==> src/rtl/instruction_decoder_pipe.sv <==
// Registered accumulator-machine instruction decoder: valid/ready input, one output
// pipeline stage, HALT/resume control, sticky illegal-opcode flag and retired counter.
module instruction_decoder_pipe #(
  parameter int REG_COUNT = 4,
  parameter int OP_W      = 4,
  parameter int ALU_OPS   = 7,
  parameter int CNT_W     = 16,
  localparam int RA_W     = (REG_COUNT > 1) ? $clog2(REG_COUNT) : 1,
  localparam int IW       = OP_W + RA_W
) (
  input  logic                 clk,
  input  logic                 rst_n,
  input  logic [IW-1:0]        in_instr,
  input  logic                 in_valid,
  output logic                 in_ready,
  input  logic                 resume,
  output logic                 out_valid,
  input  logic                 out_ready,
  output logic [OP_W-1:0]      operation_code,
  output logic                 aku_enable,
  output logic [RA_W-1:0]      register_addr,
  output logic [REG_COUNT-1:0] reg_write_en,
  output logic                 halted,
  output logic                 illegal,
  output logic [CNT_W-1:0]     retired
);

  localparam logic [0:0] ST_RUN  = 1'b0;
  localparam logic [0:0] ST_HALT = 1'b1;

  localparam logic [OP_W-1:0] OPC_STORE = OP_W'(ALU_OPS);
  localparam logic [OP_W-1:0] OPC_NOP   = OP_W'(ALU_OPS + 1);
  localparam logic [OP_W-1:0] OPC_HALT  = {OP_W{1'b1}};

  function automatic logic [REG_COUNT-1:0] onehot(input logic [RA_W-1:0] addr);
    onehot = REG_COUNT'(1'b1) << addr;
  endfunction

  logic [0:0]           state_r;
  logic [0:0]           state_next_s;
  logic                 out_valid_r;
  logic [OP_W-1:0]      operation_code_r;
  logic                 aku_enable_r;
  logic [RA_W-1:0]      register_addr_r;
  logic [REG_COUNT-1:0] reg_write_en_r;
  logic                 illegal_r;
  logic [CNT_W-1:0]     retired_r;

  logic [OP_W-1:0] opcode_s;
  logic [RA_W-1:0] addr_s;
  logic            addr_ok_s;
  logic            is_alu_s;
  logic            is_store_s;
  logic            is_nop_s;
  logic            is_halt_s;
  logic            is_illegal_s;
  logic            in_ready_s;
  logic            accept_s;
  logic            load_s;
  logic            drain_s;

  assign opcode_s = in_instr[IW-1:RA_W];
  assign addr_s   = in_instr[RA_W-1:0];

  // Only a non-power-of-two register file can be addressed out of range.
  if (REG_COUNT == (1 << RA_W)) begin : g_addr_full
    assign addr_ok_s = 1'b1;
  end else begin : g_addr_partial
    assign addr_ok_s = ({1'b0, addr_s} < (RA_W + 1)'(REG_COUNT));
  end

  // Classify the incoming opcode; a STORE to a missing register counts as illegal.
  always_comb begin
    is_alu_s     = 1'b0;
    is_store_s   = 1'b0;
    is_nop_s     = 1'b0;
    is_halt_s    = 1'b0;
    is_illegal_s = 1'b0;
    if (opcode_s < OPC_STORE) begin
      is_alu_s = 1'b1;
    end else if (opcode_s == OPC_STORE) begin
      if (addr_ok_s) begin
        is_store_s = 1'b1;
      end else begin
        is_illegal_s = 1'b1;
      end
    end else if (opcode_s == OPC_NOP) begin
      is_nop_s = 1'b1;
    end else if (opcode_s == OPC_HALT) begin
      is_halt_s = 1'b1;
    end else begin
      is_illegal_s = 1'b1;
    end
  end

  assign in_ready_s = (state_r == ST_RUN) && (!out_valid_r || out_ready);
  assign accept_s   = in_valid && in_ready_s;
  assign load_s     = accept_s && (is_alu_s || is_store_s || is_nop_s);
  assign drain_s    = out_valid_r && out_ready;

  // Run/halt sequencing; resume is only meaningful while halted.
  always_comb begin
    state_next_s = state_r;
    case (state_r)
      ST_RUN: begin
        if (accept_s && is_halt_s) begin
          state_next_s = ST_HALT;
        end else begin
          state_next_s = ST_RUN;
        end
      end
      ST_HALT: begin
        if (resume) begin
          state_next_s = ST_RUN;
        end else begin
          state_next_s = ST_HALT;
        end
      end
      default: state_next_s = ST_RUN;
    endcase
  end

  // Control state: FSM, sticky illegal flag and retired-word counter.
  always_ff @(posedge clk or negedge rst_n) begin
    if (!rst_n) begin
      state_r   <= ST_RUN;
      illegal_r <= 1'b0;
      retired_r <= {CNT_W{1'b0}};
    end else begin
      state_r <= state_next_s;
      if (accept_s && is_illegal_s) begin
        illegal_r <= 1'b1;
      end
      if (drain_s) begin
        retired_r <= retired_r + CNT_W'(1);
      end
    end
  end

  // Output stage: a new word replaces the old one, otherwise it clears once taken.
  always_ff @(posedge clk or negedge rst_n) begin
    if (!rst_n) begin
      out_valid_r      <= 1'b0;
      operation_code_r <= {OP_W{1'b0}};
      aku_enable_r     <= 1'b0;
      register_addr_r  <= {RA_W{1'b0}};
      reg_write_en_r   <= {REG_COUNT{1'b0}};
    end else if (load_s) begin
      out_valid_r      <= 1'b1;
      operation_code_r <= opcode_s;
      aku_enable_r     <= is_alu_s;
      register_addr_r  <= addr_s;
      reg_write_en_r   <= is_store_s ? onehot(addr_s) : {REG_COUNT{1'b0}};
    end else if (out_ready) begin
      out_valid_r <= 1'b0;
    end
  end

  assign in_ready       = in_ready_s;
  assign out_valid      = out_valid_r;
  assign operation_code = operation_code_r;
  assign aku_enable     = aku_enable_r;
  assign register_addr  = register_addr_r;
  assign reg_write_en   = reg_write_en_r;
  assign halted         = (state_r == ST_HALT);
  assign illegal        = illegal_r;
  assign retired        = retired_r;

endmodule
==> config.mk <==
export PLATFORM = sky130hd
export DESIGN_NAME = instruction_decoder_pipe
export DESIGN_NICKNAME = d
export VERILOG_FILES = /design/src/rtl/instruction_decoder_pipe.sv
export SDC_FILE = /design/constraint.sdc
export NUM_CORES = 1
export LEC_CHECK = 0
export ABC_AREA = 1
export ABC_CLOCK_PERIOD_IN_PS = 1400
export CORE_MARGIN = 1
export CORE_UTILIZATION = 45
export CTS_BUF_LIST = sky130_fd_sc_hd__clkbuf_4 sky130_fd_sc_hd__clkbuf_8 sky130_fd_sc_hd__clkbuf_16
export CTS_CLUSTER_DIAMETER = 120
export DETAILED_ROUTE_END_ITERATION = 8
export GPL_TIMING_DRIVEN = 0
export PLACE_DENSITY_LB_ADDON = 0.25
export SLEW_MARGIN = 15
export SYNTH_ARGS = -nofsm -noshare
export SYNTH_HDL_FRONTEND = slang
export SYNTH_SLANG_ARGS = --single-unit
==> constraint.sdc <==
create_clock -name clk -period 1.4 [get_ports clk]
set_input_delay 0.42 -clock clk [delete_from_list [all_inputs] [get_ports clk]]
set_output_delay 0.42 -clock clk [all_outputs]
set_load 0.02 [all_outputs]
==> results of run 1 <==
## repair_timing
action | in CTS | in global routing
gates resized for setup | 119 | 16
pin swaps | 1 | 1
hold endpoints to repair | 0 | 0
cloned | 0 | 1
endpoints found under the setup margin | 46 | 28
buffers inserted | 13 | 1
## sequential cells by signal, summed over array words and instances, names as in the netlist
name and cells:
retired 16, operation_code 4, reg_write_en 4, register_addr 2, aku_enable 1, halted 1, illegal 1, out_valid 1
## through the flow
step	instances	power (mW)
floorplan	162	1.48
global placement	247	1.80
detailed placement	247	1.83
CTS	268	2.36
global route	270	2.47
finish	270	2.33
## cells in the mapped netlist
library cell / count / area share, %
nand3b_1: 1 / 0.51
dfrtp_1: 30 / 51
nand2_1: 52 / 13
ha_1: 1 / 0.86
a31oi_1: 1 / 0.43
inv_2: 1 / 0.26
nor2_1: 6 / 1.5
nor2_4: 3 / 2.3
nand3_1: 4 / 1.4
nand2_4: 2 / 1.5
mux2_2: 1 / 0.77
xor2_1: 6 / 3.6
nand3_2: 1 / 0.69
xnor2_1: 4 / 2.4
buf_6: 1 / 0.77
o21ai_2: 1 / 0.60
nand4_1: 7 / 3.0
nor3_1: 8 / 2.7
o21ai_0: 2 / 0.69
nand2_2: 6 / 2.6
nor3_4: 1 / 1.1
nor2_8: 1 / 1.4
nor2_2: 1 / 0.43
inv_1: 20 / 5.1
a21o_1: 1 / 0.51
## worst paths after layout
path	from	end	slack, ns	cells after the start
max	out_ready	in_ready	-0.07	4
min	rst_n	retired[0]	0.12	1
max reg2reg	out_valid	operation_code[3]	0.09	10
min reg2reg	illegal	illegal	0.47	1
max in group asynchronous	rst_n	retired[3]	0.85	1
min in group clk	illegal	illegal	0.47	1
## routing by layer
metal  vias to the layer above  wire length [um]  track usage, %
met5                         -                 0               0
li1                        641                 -               -
met1                       591              1330            22.0
met2                        25              1570            34.4
met4                         0                49            7.82
met3                         6               111            5.93
## cell type report
class                   count  area, sq um
plain buffers               1         11.3
clock buffers               7         58.8
clock inverters             1         5.00
fillers                   288         1110
inverters                  21         78.8
multi-input cells         110          631
flip-flops and latches     30          751
well taps                  44         55.1
repair buffers             56          373
## worst max-delay path: stages
cell           delay [ns]
dlygate4sd2_1        0.29
nor2_2               0.17
nor2_4               0.05
buf_6                0.13
## cells by family (layout without fill, tap and decap cells)
group                      Yosys count  count (layout)  share of synthesized area, %
AOI/OAI and AO/OA                    5               5                          2.23
xor gates and xnor gates            10              10                          6.00
adders and majority gates            1               1                         0.857
buffers and inverters               22              86                          6.17
DFF                                 30              30                          51.4
muxes                                1               1                         0.771
and+or+nand+nor                     93              93                          32.6
## power breakdown
part           internal [mW]  switching (mW)
clock                  0.263           0.288
combinational          0.284           0.432
sequential             0.983          0.0775
total                   1.53           0.798
## layout by cell type (no fill, tap or decap)
master           count
nand2_1             52
dfrtp_1             30
buf_2               29
inv_1               19
buf_4               17
nor3_1               8
clkdlybuf4s50_1      8
nand4_1              7
nand2_2              6
xor2_1               6
clkbuf_4             6
nor2_1               5
nand3_1              4
xnor2_1              4
nor2_4               3
inv_2                2
nor2_2               2
nand2_4              2
o21ai_0              2
buf_6                2
nand3_2              1
nor3_4               1
a31oi_2              1
a21o_1               1
nor2_8               1
o21ai_2              1
nand3b_1             1
mux2_2               1
ha_2                 1
clkinv_2             1
clkbuf_8             1
dlygate4sd2_1        1
==> qor.yml, run 1 <==
status:
  outcome: "finished with violations"
  violations: "negative setup slack"
timing:
  hold_viol: 0
  fin_tns_setup_ns: -0.117
  worstMarginPinSlew_ns: 0.662
  rsz0062_at_grt: "yes"
  setup_viol: 2
  worst_slack_ns: -0.0737
  whs_ns: 0.122
  fin_crit_sh_pct: 105
  finalClockSkew_ns: 0.00382
  slew_viol_final: 0
  timing.fmax_mhz: 679
  min_period_ns: 1.47
  slew_headroom_pct: 55.9
placed_design:
  dpl.hpwl_mm: 2.17
  portBuffers: 41
  dpl_worst_slack_ns: -0.816
  dpl_cell_area_sq_um: 1920
  gp_congestion: 0.767
floorplan:
  rows: 20
  floorplan.die.width_um: 59.0
  coreArea_sq_um: 3080
  dieArea_sq_um: 3480
  initial_core_util_pct: 47.4
  die_h_um: 59.0
  io_pins: 42
final_layout:
  area_growth_pct: 34.4
  drive_gt1_share_pct: 34.5
  final_util_pct: 63.8
  nNetsFinal: 237
  antennaDiodeCount: 0
  fin_area_sq_um: 1960
worst_setup_path:
  end_kind: "primary output"
  path_class: "in2out"
  required_ns: 0.98
  critPathArrivalTime_ns: 1.05
  cp_max_fo: 4
  start_kind: "primary input"
yosys:
  netlist_instances: 162
  ys_types: 25
  synth_area_per_cell_sq_um: 9.01
  ys_seq_area_share_pct: 51.4
  synth-seq-cells: 30
  yosys_warnings: 0
  syn_nets: 174
  synth_area_sq_um: 1460
clock_tree:
  cts_root_buf: "clkbuf_4"
  clk_pin_slew_ns: 0.09
  clock-sinks: 30
  ctsHoldBuffers: 0
  insertion_delay_ns: 0.32
  cts_buffer_depth: 2
  cts_htree_levels: 2
  cts_buffers: 5
  cts_tree: "yes"
min_path:
  hp-class: "in2async"
global_routing:
  grt_pass1_vias: 1164
  grt_max_degree: 31
  antenna_found_initial: 0
  grt_use_total_pct: 19.5
  grt_pass1_wl_mm: 4.97
  grt_overflow_total: 0
route:
  wl_per_cell_um: 11.3
  dr.pass1.iters: 4
  viasPerCell: 4.68
  routed_wl_mm: 3.06
  dr.first_iter.drc_count: 48
  ant_nets: 0
  vias: 1263
  remaining_drc_errors: 0
pwr:
  cellPowerDensity_nw_per_um2: 1190
  p_leak_nw: 1.12
  ir_drop_uv: 608
job:
  cap_violations: 0
Note: power is estimated with default switching activity, not from simulation.
==> run 2, diff against run 1 <==
ABC_AREA = unset   (was 1)
ABC_CLOCK_PERIOD_IN_PS = 1280   (was 1400)
CORE_UTILIZATION = 40   (was 45)
clock period = 1.28 ns   (was 1.4 ns; I/O delays follow)
==> run 2 against run 1 <==
  * The flow still finishes with violations (negative setup slack)
  * Worst hold slack lost 0.058 ns
  * Largest cell class unchanged
  * Register-to-register slack worse by 0.36 ns
  * Setup slack worse by 0.25 ns
  * Design area increased by 16%
  * Routed wire length grew 13%
  * Sequential power increased by 16%
  * Clock power increased by 12%
  * Die area decreased by 1.1%
  * Synthesized cell count is 36% lower
  * Sequential share of layout area is 4.9 points lower
  * Non-clock buffer count is 19 higher
  * Critical endpoint unchanged
  * Combinational power grew 63%
  * Highest routed layer unchanged
==> qor.yml, run 2 <==
timing:
  rsz0062_at_grt: "yes"  # unchanged
  fin_crit_sh_pct: 125
  fin_tns_setup_ns: -3.92  # was -0.117 ns
  worst_slack_ns: -0.324  # was -0.0737 ns
  worstMarginPinSlew_ns: 0.663  # was 0.662 ns
  timing.fmax_mhz: 623
  finalClockSkew_ns: 0.00768  # was 0.00382 ns
  hold_viol: 0  # unchanged
  min_period_ns: 1.60
  setup_viol: 33  # was 2
  slew_headroom_pct: 55.8  # was 55.9%
  slew_viol_final: 0  # unchanged
clock_tree:
  cts_htree_levels: 2  # unchanged
  insertion_delay_ns: 0.34  # was 0.32 ns
  cts_buffer_depth: 2  # unchanged
  ctsHoldBuffers: 0  # unchanged
  clk_pin_slew_ns: 0.10  # was 0.09 ns
  clock-sinks: 30  # unchanged
  cts_buffers: 5  # unchanged
  cts_tree: "yes"  # unchanged
  cts_root_buf: "clkbuf_4"  # unchanged
worst_setup_path:
  path_class: "reg2out"  # was in2out
  cp_max_fo: 2  # was 4
  end_kind: "primary output"  # unchanged
  critPathArrivalTime_ns: 1.22  # was 1.05 ns
  r2r_cells: 5  # was 10
  required_ns: 0.90  # was 0.98 ns
  start_kind: "flip-flop"  # was primary input
pwr:
  p_sw_share_pct: 32.9  # was 34.3%
  p_leak_nw: 1.11  # was 1.12 nW
  power_frac_clock_pct: 20.5  # was 23.6%
  p_sw_uw: 993  # was 798 uW
  power_frac_comb_pct: 38.9  # was 30.8%
  p_seq_share_pct: 40.6  # was 45.6%
  p_total_mw: 3.02  # was 2.33 mW
  ir_drop_uv: 957  # was 608 uV
  internal_power_mw: 2.02  # was 1.53 mW
  cellPowerDensity_nw_per_um2: 1320  # was 1190 nW/um^2
final_layout:
  nFillCells: 219  # was 288
  largest_reg_flops: 16  # unchanged
  antennaDiodeCount: 0  # unchanged
  mostFrequentLayoutCell: "buf_6"  # was nand2_1
  drive_gt1_share_pct: 59.7  # was 34.5%
  final_cell_mix: "buf_6 (38), buf_4 (27), dfrtp_1 (21), xnor2_1 (10)"  # was nand2_1 (52), dfrtp_1 (30), buf_2 (29), inv_1 (19), buf_4 (17)
  regArea_sq_um: 762  # was 751 sq um
  nNetsFinal: 197  # was 237
  area_growth_pct: 78.2  # was 34.4%
  multiInputGateArea_sq_um: 669  # was 631 sq um
yosys:
  synthTopCellsByArea: "dfrtp_1 (59%), xnor2_1 (7.5%), mux2_2 (3.5%)"  # was dfrtp_1 (51%), nand2_1 (13%), inv_1 (5.1%)
  yosys_warnings: 0  # unchanged
  synth_area_per_cell_sq_um: 12.3  # was 9.01 sq um
  netlist.area_leader.share_pct: 58.5  # was 51.4%
  synth.most_common_cell: "dfrtp_1"  # was nand2_1
  yosysTopAreaCell: "dfrtp_1"  # unchanged
  synthArstFlopShare_pct: 100  # unchanged
  ys_seq_area_share_pct: 58.5  # was 51.4%
  ys_types: 32  # was 25
  synth_edf_count: 0  # unchanged
  synth_flop_cell: "dfrtp_1"  # unchanged
  synth-seq-cells: 30  # unchanged
  synth_area_sq_um: 1280  # was 1460 sq um
  synth_commonest_cells: "dfrtp_1 (30), xnor2_1 (11), nand2_1 (10), a22o_1 (5), nand3_1 (5)"  # was nand2_1 (52), dfrtp_1 (30), inv_1 (20), nor3_1 (8), nand4_1 (7)
  netlist_instances: 104  # was 162
  syn_nets: 116  # was 174
route:
  remaining_drc_errors: 0  # unchanged
  dr.first_iter.drc_count: 28  # was 48
  routed_wl_mm: 3.44  # was 3.06 mm
  ant_nets: 0  # unchanged
  viasPerCell: 4.84  # was 4.68
  wl_per_cell_um: 15.0  # was 11.3 um
  vias: 1114  # was 1263
  dr.pass1.iters: 4  # unchanged
min_path:
  hp-class: "in2async"  # unchanged
floorplan:
  initial_core_util_pct: 42.0  # was 47.4%
  coreArea_sq_um: 3050  # was 3080 sq um
  io_pins: 42  # unchanged
  floorplan.die.width_um: 58.6  # was 59.0 um
  die_h_um: 58.6  # was 59.0 um
  dieArea_sq_um: 3440  # was 3480 sq um
  rows: 20  # unchanged
global_routing:
  grt_pass1_wl_mm: 5.00  # was 4.97 mm
  grt_pass1_vias: 1065  # was 1164
  antenna_found_initial: 0  # unchanged
  grt_max_degree: 31  # unchanged
  grt_overflow_total: 0  # unchanged
  grt_use_total_pct: 20.3  # was 19.5%
placed_design:
  dpl_worst_slack_ns: -0.969  # was -0.816 ns
  gp_congestion: 0.743  # was 0.767
  dpl.hpwl_mm: 1.85  # was 2.17 mm
  portBuffers: 41  # unchanged
status:
  violations: "negative setup slack"  # unchanged
  outcome: "finished with violations"  # unchanged
job:
  cap_violations: 0  # unchanged
[run 2: cell type report]
cell class	instances	area share, %
clock inverter	1	0.219
clock buffer	7	2.57
tap	44	2.41
sequential	30	33.3
multi-input combinational	69	29.3
buffer	1	0.493
timing repair buffer	75	31.2
inverter	3	0.493
[run 2: critical path, stage by stage (launching register included)]
cell and delay [ns]:
dfrtp_2 0.37, or2b_4 0.26, and2_4 0.14, buf_6 0.12
[run 2: layer usage]
layer | part of all wire [%] | vias to the layer above | global-route usage [%]
li1 | - | 532 | -
met1 | 40 | 539 | 22.9
met2 | 53 | 34 | 34.8
met3 | 5.6 | 9 | 7.69
met4 | 1.3 | 0 | 7.82
met5 | 0 | - | 0
[run 2: worst paths after layout]
| path | startpoint | endpoint | slack (ns) |
|---|---|---|---|
| hold / removal | rst_n | retired[8] | 0.06 |
| hold reg to reg | register_addr[1] | register_addr[1] | 0.52 |
| setup reg to reg | out_valid | operation_code[2] | -0.27 |
| setup / recovery | out_valid | in_ready | -0.32 |
| max in group asynchronous | rst_n | retired[4] | 0.74 |
| min in group clk | register_addr[1] | register_addr[1] | 0.52 |
[run 2: what timing repair did]
| item | CTS | global route |
|---|---|---|
| setup buffers | 29 | 4 |
| pin swaps | 14 | 5 |
| gates cloned | 1 | 0 |
| endpoints found under the setup margin | 54 | 55 |
| resized for setup | 184 | 35 |
[run 2: power groups by stage]
stage | combinational [mW] | sequential (mW) | clock [mW]
floorplan | 0.239 | 1.39 | 0
global placement | 0.747 | 1.24 | 0
detailed placement | 0.759 | 1.25 | 0
CTS | 1.04 | 1.21 | 0.619
global route | 1.22 | 1.24 | 0.675
finish | 1.17 | 1.23 | 0.617
[run 2: through the flow]
stage          std cells  hold slack, ns  utilization [%]  instance area (sq um)
6_report             230          0.0641             74.9                   2290
2_1_floorplan        104          0.0884                -                   1360
5_1_grt              230          0.0970             74.9                   2290
3_5_place_dp         189           0.455             59.6                   1820
3_3_place_gp         189           0.457             59.8                   1830
4_1_cts              226          0.0892             69.7                   2130
[run 2: kinds of logic (layout without fill, tap and decap cells)]
group / after synthesis / after routing / share of synthesized area (%)
muxes: 5 / 5 / 4.68
buffers and inverters: 5 / 87 / 2.15
AOI/OAI and AO/OA: 10 / 10 / 6.05
DFF: 30 / 30 / 58.5
and+or+nand+nor: 38 / 38 / 17.4
xor gates and xnor gates: 15 / 15 / 10.2
adders and majority gates: 1 / 1 / 0.975
==> run 3, diff against run 2 <==
CORE_MARGIN = unset   (was 1)
CTS_CLUSTER_DIAMETER = 40   (was 120)
==> results of run 3 <==
The final DEF is identical to that of run 2; final timing and power are the same.
